**config.mk**
```make
export PLATFORM = sky130hd
export DESIGN_NAME = instruction_fetch
export DESIGN_NICKNAME = d
export VERILOG_FILES = /design/src/rtl/instruction_fetch_pkg.sv /design/src/rtl/instruction_fetch_pc_counter.sv /design/src/rtl/instruction_fetch.sv
export SDC_FILE = /design/constraint.sdc
export NUM_CORES = 1
export LEC_CHECK = 0
export CAP_MARGIN = 20
export CELL_PAD_IN_SITES_DETAIL_PLACEMENT = 2
export CELL_PAD_IN_SITES_GLOBAL_PLACEMENT = 2
export CORE_MARGIN = 1.5
export CORE_UTILIZATION = 24
export CTS_CLUSTER_DIAMETER = 150
export DETAILED_ROUTE_END_ITERATION = 16
export GPL_ROUTABILITY_DRIVEN = 0
export GPL_TIMING_DRIVEN = 1
export PLACE_DENSITY = 0.75
export REMOVE_ABC_BUFFERS = 1
export SLEW_MARGIN = 30
export SYNTH_ARGS = -nofsm -noshare
export SYNTH_HDL_FRONTEND = slang
export SYNTH_SLANG_ARGS = --single-unit
export TNS_END_PERCENT = 20
```
**constraint.sdc**
```tcl
create_clock -name clk -period 2 [get_ports clk]
set_input_delay 0.4 -clock clk [delete_from_list [all_inputs] [get_ports clk]]
set_output_delay 0.4 -clock clk [all_outputs]
set_load 0.05 [all_outputs]
```
**src/rtl/instruction_fetch_pkg.sv**
```systemverilog
// Shared definitions for the fetch stage: state encoding, default widths,
// opcode field position and the saturating counter helper.
package instruction_fetch_pkg;

  localparam int IF_ADDR_W = 5;
  localparam int IF_DATA_W = 16;

  localparam logic [1:0] ST_IDLE = 2'd0;
  localparam logic [1:0] ST_RUN  = 2'd1;
  localparam logic [1:0] ST_HALT = 2'd2;

  typedef enum logic [1:0] {
    S_IDLE = ST_IDLE,
    S_RUN  = ST_RUN,
    S_HALT = ST_HALT
  } state_t;

  // Opcode field of an instruction word, used by the decoder.
  localparam int OPC_MSB = 15;
  localparam int OPC_LSB = 11;

  function automatic logic [15:0] sat_inc16(input logic [15:0] v);
    return (v == 16'hFFFF) ? v : v + 16'd1;
  endfunction

endpackage

```
**src/rtl/instruction_fetch_pc_counter.sv**
```systemverilog
// Program counter register with load, increment and last-address handling.
// Without wrap the PC parks on the last address instead of rolling over.
module instruction_fetch_pc_counter
  import instruction_fetch_pkg::*;
#(
  parameter int ADDR_W   = IF_ADDR_W,
  parameter int RESET_PC = 0,
  parameter bit WRAP_EN  = 1'b0
) (
  input  logic              clk,
  input  logic              rst_n,
  input  logic              i_load,
  input  logic [ADDR_W-1:0] i_load_addr,
  input  logic              i_inc,
  output logic [ADDR_W-1:0] o_pc,
  output logic              o_last
);

  localparam logic [ADDR_W-1:0] LP_RESET = ADDR_W'(RESET_PC);
  localparam logic [ADDR_W-1:0] LP_LAST  = '1;

  logic [ADDR_W-1:0] r_pc;
  logic              w_hold_last;

  assign o_last      = (r_pc == LP_LAST);
  assign w_hold_last = o_last && !WRAP_EN;

  always_ff @(posedge clk or negedge rst_n) begin
    if (!rst_n) begin
      r_pc <= LP_RESET;
    end else if (i_load) begin
      r_pc <= i_load_addr;
    end else if (i_inc && !w_hold_last) begin
      r_pc <= r_pc + ADDR_W'(1);
    end
  end

  assign o_pc = r_pc;

endmodule

```
**src/rtl/instruction_fetch.sv**
```systemverilog
// Fetch stage: FSM, instruction register with valid/ready hand-off to the
// decoder, and a saturating issued-instruction counter.
module instruction_fetch
  import instruction_fetch_pkg::*;
#(
  parameter int ADDR_W   = IF_ADDR_W,
  parameter int DATA_W   = IF_DATA_W,
  parameter int RESET_PC = 0,
  parameter bit WRAP_EN  = 1'b0
) (
  input  logic              clk,
  input  logic              rst_n,
  input  logic              start,
  output logic [ADDR_W-1:0] pm_addr,
  input  logic [DATA_W-1:0] pm_data,
  output logic [DATA_W-1:0] ir,
  output logic [ADDR_W-1:0] ir_pc,
  output logic              ir_valid,
  input  logic              ir_ready,
  input  logic              redirect_valid,
  input  logic [ADDR_W-1:0] redirect_addr,
  input  logic              halt_req,
  output logic              halted,
  output logic [15:0]       fetch_count
);

  localparam logic [ADDR_W-1:0] LP_RESET_PC = ADDR_W'(RESET_PC);

  state_t            r_state;
  logic [DATA_W-1:0] r_ir;
  logic [ADDR_W-1:0] r_ir_pc;
  logic              r_ir_valid;
  logic              r_halted;
  logic [15:0]       r_fetch_count;

  logic              w_run;
  logic              w_start;
  logic              w_redirect;
  logic              w_load;
  logic              w_pc_load;
  logic [ADDR_W-1:0] w_pc_load_addr;
  logic [ADDR_W-1:0] w_pc;
  logic              w_pc_last;

  assign w_run          = (r_state == S_RUN);
  assign w_start        = start && (r_state == S_IDLE || r_state == S_HALT);
  assign w_redirect     = w_run && redirect_valid;
  // Redirect beats halt, halt beats a load.
  assign w_load         = w_run && !redirect_valid && !halt_req && (!r_ir_valid || ir_ready);
  assign w_pc_load      = w_start || w_redirect;
  assign w_pc_load_addr = w_redirect ? redirect_addr : LP_RESET_PC;

  instruction_fetch_pc_counter #(
    .ADDR_W   (ADDR_W),
    .RESET_PC (RESET_PC),
    .WRAP_EN  (WRAP_EN)
  ) u_pc (
    .clk         (clk),
    .rst_n       (rst_n),
    .i_load      (w_pc_load),
    .i_load_addr (w_pc_load_addr),
    .i_inc       (w_load),
    .o_pc        (w_pc),
    .o_last      (w_pc_last)
  );

  always_ff @(posedge clk or negedge rst_n) begin
    if (!rst_n) begin
      r_state       <= S_IDLE;
      r_ir          <= '0;
      r_ir_pc       <= LP_RESET_PC;
      r_ir_valid    <= 1'b0;
      r_halted      <= 1'b0;
      r_fetch_count <= '0;
    end else begin
      case (r_state)
        S_IDLE: begin
          if (start) begin
            r_state       <= S_RUN;
            r_fetch_count <= '0;
          end
        end
        S_RUN: begin
          if (redirect_valid) begin
            r_ir_valid <= 1'b0;
          end else if (halt_req) begin
            r_state    <= S_HALT;
            r_halted   <= 1'b1;
            r_ir_valid <= 1'b0;
          end else if (w_load) begin
            r_ir          <= pm_data;
            r_ir_pc       <= w_pc;
            r_ir_valid    <= 1'b1;
            r_fetch_count <= sat_inc16(r_fetch_count);
            // The final word is still issued; the stage parks behind it.
            if (w_pc_last && !WRAP_EN) begin
              r_state  <= S_HALT;
              r_halted <= 1'b1;
            end
          end
        end
        S_HALT: begin
          if (r_ir_valid && ir_ready) begin
            r_ir_valid <= 1'b0;
          end
          if (start) begin
            r_state       <= S_RUN;
            r_halted      <= 1'b0;
            r_fetch_count <= '0;
          end
        end
        default: begin
          r_state <= S_IDLE;
        end
      endcase
    end
  end

  assign pm_addr     = w_pc;
  assign ir          = r_ir;
  assign ir_pc       = r_ir_pc;
  assign ir_valid    = r_ir_valid;
  assign halted      = r_halted;
  assign fetch_count = r_fetch_count;

endmodule

```
==> flow_metrics.env, run 1 <==
export IMPL_status="finished clean"
export IMPL_cts_tree="built"
export IMPL_port_buffers=70
export IMPL_async_flop_share_pct=100
export IMPL_tightest_slew_ps=574
export IMPL_ctsHoldBuffers=0
export IMPL_slew_headroom_pct=61.7
export IMPL_synth_warnings=0
export IMPL_hold_violations=0
export IMPL_final_nets=380
export IMPL_synth_top_cell_by_area="dfrtp_1"
export IMPL_drc_errors=0
export IMPL_die_width_um=100
export IMPL_critPathRequiredTime_ps=2230
export IMPL_crit_family="simple AND/OR/NAND/NOR gates"
export IMPL_dp_cells=472
export IMPL_endpoint_kind="flop"
export IMPL_grt_usage_pct=16.5
export IMPL_critPathMostFrequentCell="or4_4"
export IMPL_synth_area_um2=2280
export IMPL_p_sw_mw=2.86
export IMPL_num_vias=2308
export IMPL_slowest_stage="or4b_4"
export IMPL_fmax_ghz=0.502
export IMPL_ys_seq_elements=46
export IMPL_synth_ff_type="dfrtp_1"
export IMPL_path_cells="or4b_4 -> or4_4 -> or4_4 -> o211ai_2"
export IMPL_wl_per_cell_um=16.4
export IMPL_grt_max_degree=26
export IMPL_syn_avg_cell_area_um2=9.20
export IMPL_clk_pin_slew_ps=100
export IMPL_grt_remaining_overflow=0
export IMPL_wl_mm=7.89
export IMPL_antenna_found_initial=0
export IMPL_die_area_um2=10100
export IMPL_numCtsBuffers=5
export IMPL_netlist_top_cells_area="dfrtp_1 (50%), nand2_1 (13%), a2bb2oi_1 (2.7%)"
export IMPL_hold_path_class="primary input to asynchronous set/reset pin"
export IMPL_grt_pass1_wl_mm=13.0
export IMPL_ys_seq_area_share_pct=50.5
export IMPL_syn2layout_area_growth_pct=51.9
export IMPL_h_tree_depth=2
export IMPL_skew_ps=10.2
export IMPL_worst_path_max_fanout=5
export IMPL_power_internal_mw=2.89
export IMPL_layout_drive_gt1_share_pct=21.4
export IMPL_combPwrFrac_pct=59.9
export IMPL_finalWorstSetupSlack_ps=7.13
export IMPL_stdcell_count=480
export IMPL_core_um2=9240
export IMPL_rsz0062_at_grt="yes"
export IMPL_clkSinkCount=46
export IMPL_fill_cells=1038
export IMPL_cts_max_path_buffers=2
export IMPL_drt_vias_per_instance=4.81
export IMPL_dpl_hpwl_mm=5.89
export IMPL_io_pins=71
export IMPL_critPathMaxStageDelay_ps=560
export IMPL_clock_root_buffer="clkbuf_8"
export IMPL_finalCritPeriodShare_pct=99.6
export IMPL_crit_type="flop to flop"
export IMPL_power_leakage_nw=1.63
export IMPL_initial_utilization_pct=24.7
export IMPL_fin_crit_ps=1990
export IMPL_synth_edff_count=0
export IMPL_worstPathArrival_ps=2230
export IMPL_powerDensity_nw_per_um2=1660
export IMPL_syn_inst=248
export IMPL_drtIter0Drc=65
export IMPL_antenna_left=0
export IMPL_start_kind="flop"
export IMPL_synth_top_area_share_pct=50.5
export IMPL_post_place_ws_ps=-445
export IMPL_peakVddDrop_v=0.000780
export IMPL_worst_path_buf_inv=0
export IMPL_drv_slew=0
export IMPL_maxCapViolations=0
export IMPL_finalSetupViolations=0
export IMPL_cts_setup_buffers=0
export IMPL_drt_first_pass_iters=4
export IMPL_clkLatencyLatePin_ps=300
export IMPL_synth_distinct_cells=46
export IMPL_fp_dieH_um=100
export IMPL_sw_frac_of_total_pct=49.7
export IMPL_seq_power_share_pct=27.6
export IMPL_rows=35
export IMPL_p_clk_share_pct=12.5
export IMPL_first_global_vias=2532
export IMPL_antennaDiodeCount=0
## cell usage after synthesis, types with 2 or more instances
| library cell | count |
|---|---|
| and4_1 | 2 |
| nand3_1 | 4 |
| a2bb2oi_1 | 7 |
| a21o_1 | 5 |
| nor4_1 | 3 |
| nand4_1 | 6 |
| nor2_1 | 7 |
| o211ai_2 | 2 |
| o211ai_1 | 7 |
| ha_1 | 3 |
| a221oi_1 | 2 |
| o21ai_0 | 7 |
| and3_1 | 3 |
| dfrtp_1 | 46 |
| a21oi_1 | 6 |
| or4_1 | 2 |
| a21boi_0 | 2 |
| a31oi_1 | 6 |
| inv_1 | 11 |
| clkbuf_1 | 8 |
| a211o_1 | 4 |
| nor3_1 | 4 |
| nand2_1 | 78 |
## timing repair
action                                  in CTS  in global routing
gates resized for setup                      5                  3
pin swaps                                    3                  2
endpoints found under the setup margin      14                  9
## state kept, by name (all words and copies together), names as in the netlist
signal,cells
r_state,2
ir_valid,1
ir,16
u_pc.o_pc,5
fetch_count,16
halted,1
ir_pc,5
## per-stage QoR
| step | TNS [ps] | area (um2) | hold slack [ps] | utilization [%] | total power, mW |
|---|---|---|---|---|---|
| finish | 0 | 3470 | 78.1 | 37.5 | 5.76 |
| global route | -125 | 3470 | 110 | 37.5 | 6.12 |
| CTS | -268 | 3450 | 99.7 | 37.4 | 5.85 |
| detailed placement | -11050 | 3340 | 435 | 36.1 | 5.11 |
| global placement | -8810 | 3340 | 435 | 36.1 | 5.01 |
| floorplan | -7910 | 2230 | 104 | - | 3.68 |
## power by group through the flow
stage / clock network [mW] / logic, mW / registers [mW]
floorplan: 0 / 0.737 / 2.95
CTS: 0.754 / 3.50 / 1.60
detailed placement: 0 / 3.49 / 1.62
finish: 0.718 / 3.45 / 1.59
global placement: 0 / 3.42 / 1.59
global route: 0.789 / 3.69 / 1.65
## routing by layer
metal	part of all wire, %	track usage, %
met1	45	21.4
met5	0	0
met2	51	28.8
met4	1.8	4.77
met3	2.3	2.08
## final cells by class
class	count	area, um2	share of cell area [%]
well taps	129	161	4.66
clock buffers	5	68.8	1.99
repair buffers	106	947	27.3
inverters	11	41.3	1.19
clock inverters	3	43.8	1.26
flip-flops and latches	46	1150	33.2
multi-input cells	180	1050	30.4
## cells in the final DEF, fill, tap and decap left out, types with 2 or more instances in the layout
cell	n
a2bb2oi_1	7
o211ai_2	2
a31oi_1	6
or4_4	3
buf_12	2
nor2_1	7
nor4_1	3
dfrtp_1	46
buf_4	51
a221oi_1	2
and3_1	3
a21oi_1	6
a211o_1	4
clkbuf_8	5
nor3_1	4
nand4_1	6
dlygate4sd2_1	3
ha_1	3
o21ai_0	7
inv_1	11
a21o_1	5
clkdlybuf4s50_1	48
a21boi_0	2
and4_1	2
o211ai_1	7
nand2_1	78
nand3_1	4
## final timing paths
path                             from              end  slack (ps)  depth (start not counted)
min in group clk                ir[4]            ir[4]         480                          2
min                             rst_n   fetch_count[7]          80                          1
min reg2reg                     ir[4]            ir[4]         480                          2
max in group asynchronous       rst_n            ir[8]        1370                          2
max                        r_state[1]  fetch_count[12]           7                          4
max reg2reg                r_state[1]  fetch_count[12]           7                          4
## kinds of logic after synthesis
logic type	count (synthesis)	share of synthesized area [%]
DFF	46	50.5
and+or+nand+nor	120	24.9
adders and majority gates	3	1.65
buffers and inverters	22	4.17
muxes	2	0.933
AOI/OAI and AO/OA	54	17.6
xor gates and xnor gates	1	0.384
Power figures use the tool's default switching activity.
==> inputs of run 2 (changes only) <==
--- a/config.mk
+++ b/config.mk
@@ -11,6 +11,7 @@
 export CORE_MARGIN = 1.5
 export CORE_UTILIZATION = 24
 export CTS_CLUSTER_DIAMETER = 150
+export CTS_CLUSTER_SIZE = 40
 export DETAILED_ROUTE_END_ITERATION = 16
 export GPL_ROUTABILITY_DRIVEN = 0
 export GPL_TIMING_DRIVEN = 1
==> constraint.sdc (replaced) <==
create_clock -name clk -period 1.6 [get_ports clk]
set_input_delay 0.32 -clock clk [delete_from_list [all_inputs] [get_ports clk]]
set_output_delay 0.32 -clock clk [all_outputs]
set_load 0.05 [all_outputs]
==> flow_metrics.env, run 2 (synthesized netlist as in run 1, its figures left out) <==
export IMPL_endpoint_kind="flop"
export IMPL_port_buffers=70
export IMPL_critPathMaxStageDelay_ps=540
export IMPL_path_cells="or4b_4 -> or4_4 -> or4_4 -> o211ai_2"
export IMPL_drtIter0Drc=73
export IMPL_numCtsBuffers=5
export IMPL_grt_remaining_overflow=0
export IMPL_num_vias=2427
export IMPL_worst_path_max_fanout=4
export IMPL_initial_utilization_pct=24.7
export IMPL_hold_path_class="flop to flop"
export IMPL_grt_max_degree=32
export IMPL_powerDensity_nw_per_um2=2040
export IMPL_final_common_cell="nand2_1"
export IMPL_dpl_hpwl_mm=6.25
export IMPL_drt_first_pass_iters=4
export IMPL_worstPathArrival_ps=2240
export IMPL_worst_path_buf_inv=0
export IMPL_critPathMostFrequentCell="or4_4"
export IMPL_mostFrequentLayoutCells="nand2_1 (76), buf_4 (69), dfrtp_1 (46)"
export IMPL_grt_usage_pct=18.9
export IMPL_wl_per_cell_um=17.8
export IMPL_seq_power_share_pct=24.1
export IMPL_cts_tree="built"
export IMPL_syn2layout_area_growth_pct=77.3
export IMPL_die_area_um2=10100
export IMPL_fin_hold_ws_ps=490
export IMPL_status="finished, violations left"
export IMPL_slowest_stage="or4b_4"
export IMPL_fin_crit_ps=2000
export IMPL_cp_startpoint="r_state[1]"
export IMPL_tightest_slew_ps=463
export IMPL_die_width_um=100
export IMPL_crit_family="simple AND/OR/NAND/NOR gates"
export IMPL_io_pins=71
export IMPL_critPathRequiredTime_ps=1830
export IMPL_layout_drive_gt1_share_pct=37.2
export IMPL_h_tree_depth=2
export IMPL_rows=35
export IMPL_first_global_vias=2717
export IMPL_slew_headroom_pct=68.8
export IMPL_maxCapViolations=0
export IMPL_rsz0062_at_grt="yes"
export IMPL_fill_cells=960
export IMPL_clock_root_buffer="clkbuf_8"
export IMPL_finalWorstSetupSlack_ps=-404
export IMPL_clk_pin_slew_ps=100
export IMPL_final_nets=403
export IMPL_antenna_found_initial=0
export IMPL_r2r_start="r_state[1]"
export IMPL_wl_mm=8.97
export IMPL_fmax_ghz=0.499
export IMPL_combPwrFrac_pct=64.9
export IMPL_clkLatencyLatePin_ps=310
export IMPL_antenna_left=0
export IMPL_violations="setup timing"
export IMPL_drv_slew=0
export IMPL_cts_max_path_buffers=2
export IMPL_p_sw_mw=3.91
export IMPL_power_internal_mw=4.34
export IMPL_skew_ps=13.9
export IMPL_fp_dieH_um=100
export IMPL_hp_start="ir[9]"
export IMPL_peakVddDrop_v=0.00106
export IMPL_crit_type="flop to flop"
export IMPL_drt_vias_per_instance=4.83
export IMPL_p_clk_share_pct=11.0
export IMPL_power_leakage_nw=1.91
export IMPL_drc_errors=0
export IMPL_hold_violations=0
export IMPL_sw_frac_of_total_pct=47.4
export IMPL_finalCritPeriodShare_pct=125
export IMPL_grt_pass1_wl_mm=14.6
export IMPL_finalSetupViolations=43
export IMPL_clkSinkCount=46
export IMPL_antennaDiodeCount=0
export IMPL_start_kind="flop"
export IMPL_core_um2=9240
export IMPL_setup_tns_ps=-10740
==> run 2: cell count changes in the layout (fill, tap and decap cells not counted), moves of 3 or more <==
cell	change
a2bb2oi_2	+3
o21ai_0	-4
buf_4	+18
clkdlybuf4s50_1	-25
o21ai_1	+3
a2bb2oi_1	-4
buf_12	+26
buf_6	+4
==> run 2: metal layers <==
layer	vias to the layer above	share of wire (%)	GRT usage [%]
met4	0	2.6	6.28
met2	48	53	34.8
met3	19	2.2	2.36
met5	-	0	0
met1	1231	42	22.8
li1	1129	-	-
==> run 2: final timing paths <==
kind | endpoint | slack, ps | cells after the start
hold reg to reg | ir[9] | 490 | 2
hold / removal | ir[9] | 490 | 2
min in group asynchronous | ir[3] | 500 | 2
setup reg to reg | fetch_count[12] | -400 | 4
max in group asynchronous | r_state[0] | 570 | 3
setup / recovery | fetch_count[12] | -400 | 4
==> run 2: per-stage QoR <==
step	utilization, %	worst slack, ps	cells	instance area (um2)	power [mW]
2_1_floorplan	-	-990	237	2230	4.61
5_1_grt	43.8	-447	503	4040	8.70
4_1_cts	43.0	-490	502	3970	8.21
6_report	43.8	-404	503	4040	8.25
3_3_place_gp	40.2	-743	488	3710	7.00
3_5_place_dp	40.2	-807	488	3710	7.14
==> run 2: timing repair <==
action | 4_1_cts | 5_1_grt
gates cloned | 0 | 1
hold endpoints to repair | 15 | 0
hold buffers | 1 | 0
pin swaps | 6 | 4
endpoints found under the setup margin | 44 | 44
resized for setup | 23 | 19
setup buffers | 5 | 0
==> run 2: final cells by class <==
cell class / count / area [um2] / area share (%)
inverter: 11 / 41.3 / 1.02
multi-input combinational: 180 / 1180 / 29.1
sequential: 46 / 1150 / 28.5
timing repair buffer: 129 / 1400 / 34.7
tap: 129 / 161 / 3.99
clock buffer: 5 / 68.8 / 1.70
clock inverter: 3 / 43.8 / 1.08
==> run 2: worst reg2reg max path, delay by kind of cell (launching register included) <==
family | cells | cell delay (ps)
AO/OA/AOI/OAI | 1 | 80
flip-flops | 1 | 410
AND/OR/NAND/NOR | 3 | 1450
==> run 2: power by group through the flow <==
| stage | sequential (mW) | combinational [mW] | clock, mW |
|---|---|---|---|
| 6_report | 1.99 | 5.35 | 0.909 |
| 5_1_grt | 2.05 | 5.67 | 0.982 |
| 3_3_place_gp | 1.97 | 5.03 | 0 |
| 2_1_floorplan | 3.68 | 0.921 | 0 |
| 3_5_place_dp | 2.00 | 5.15 | 0 |
| 4_1_cts | 1.99 | 5.29 | 0.935 |
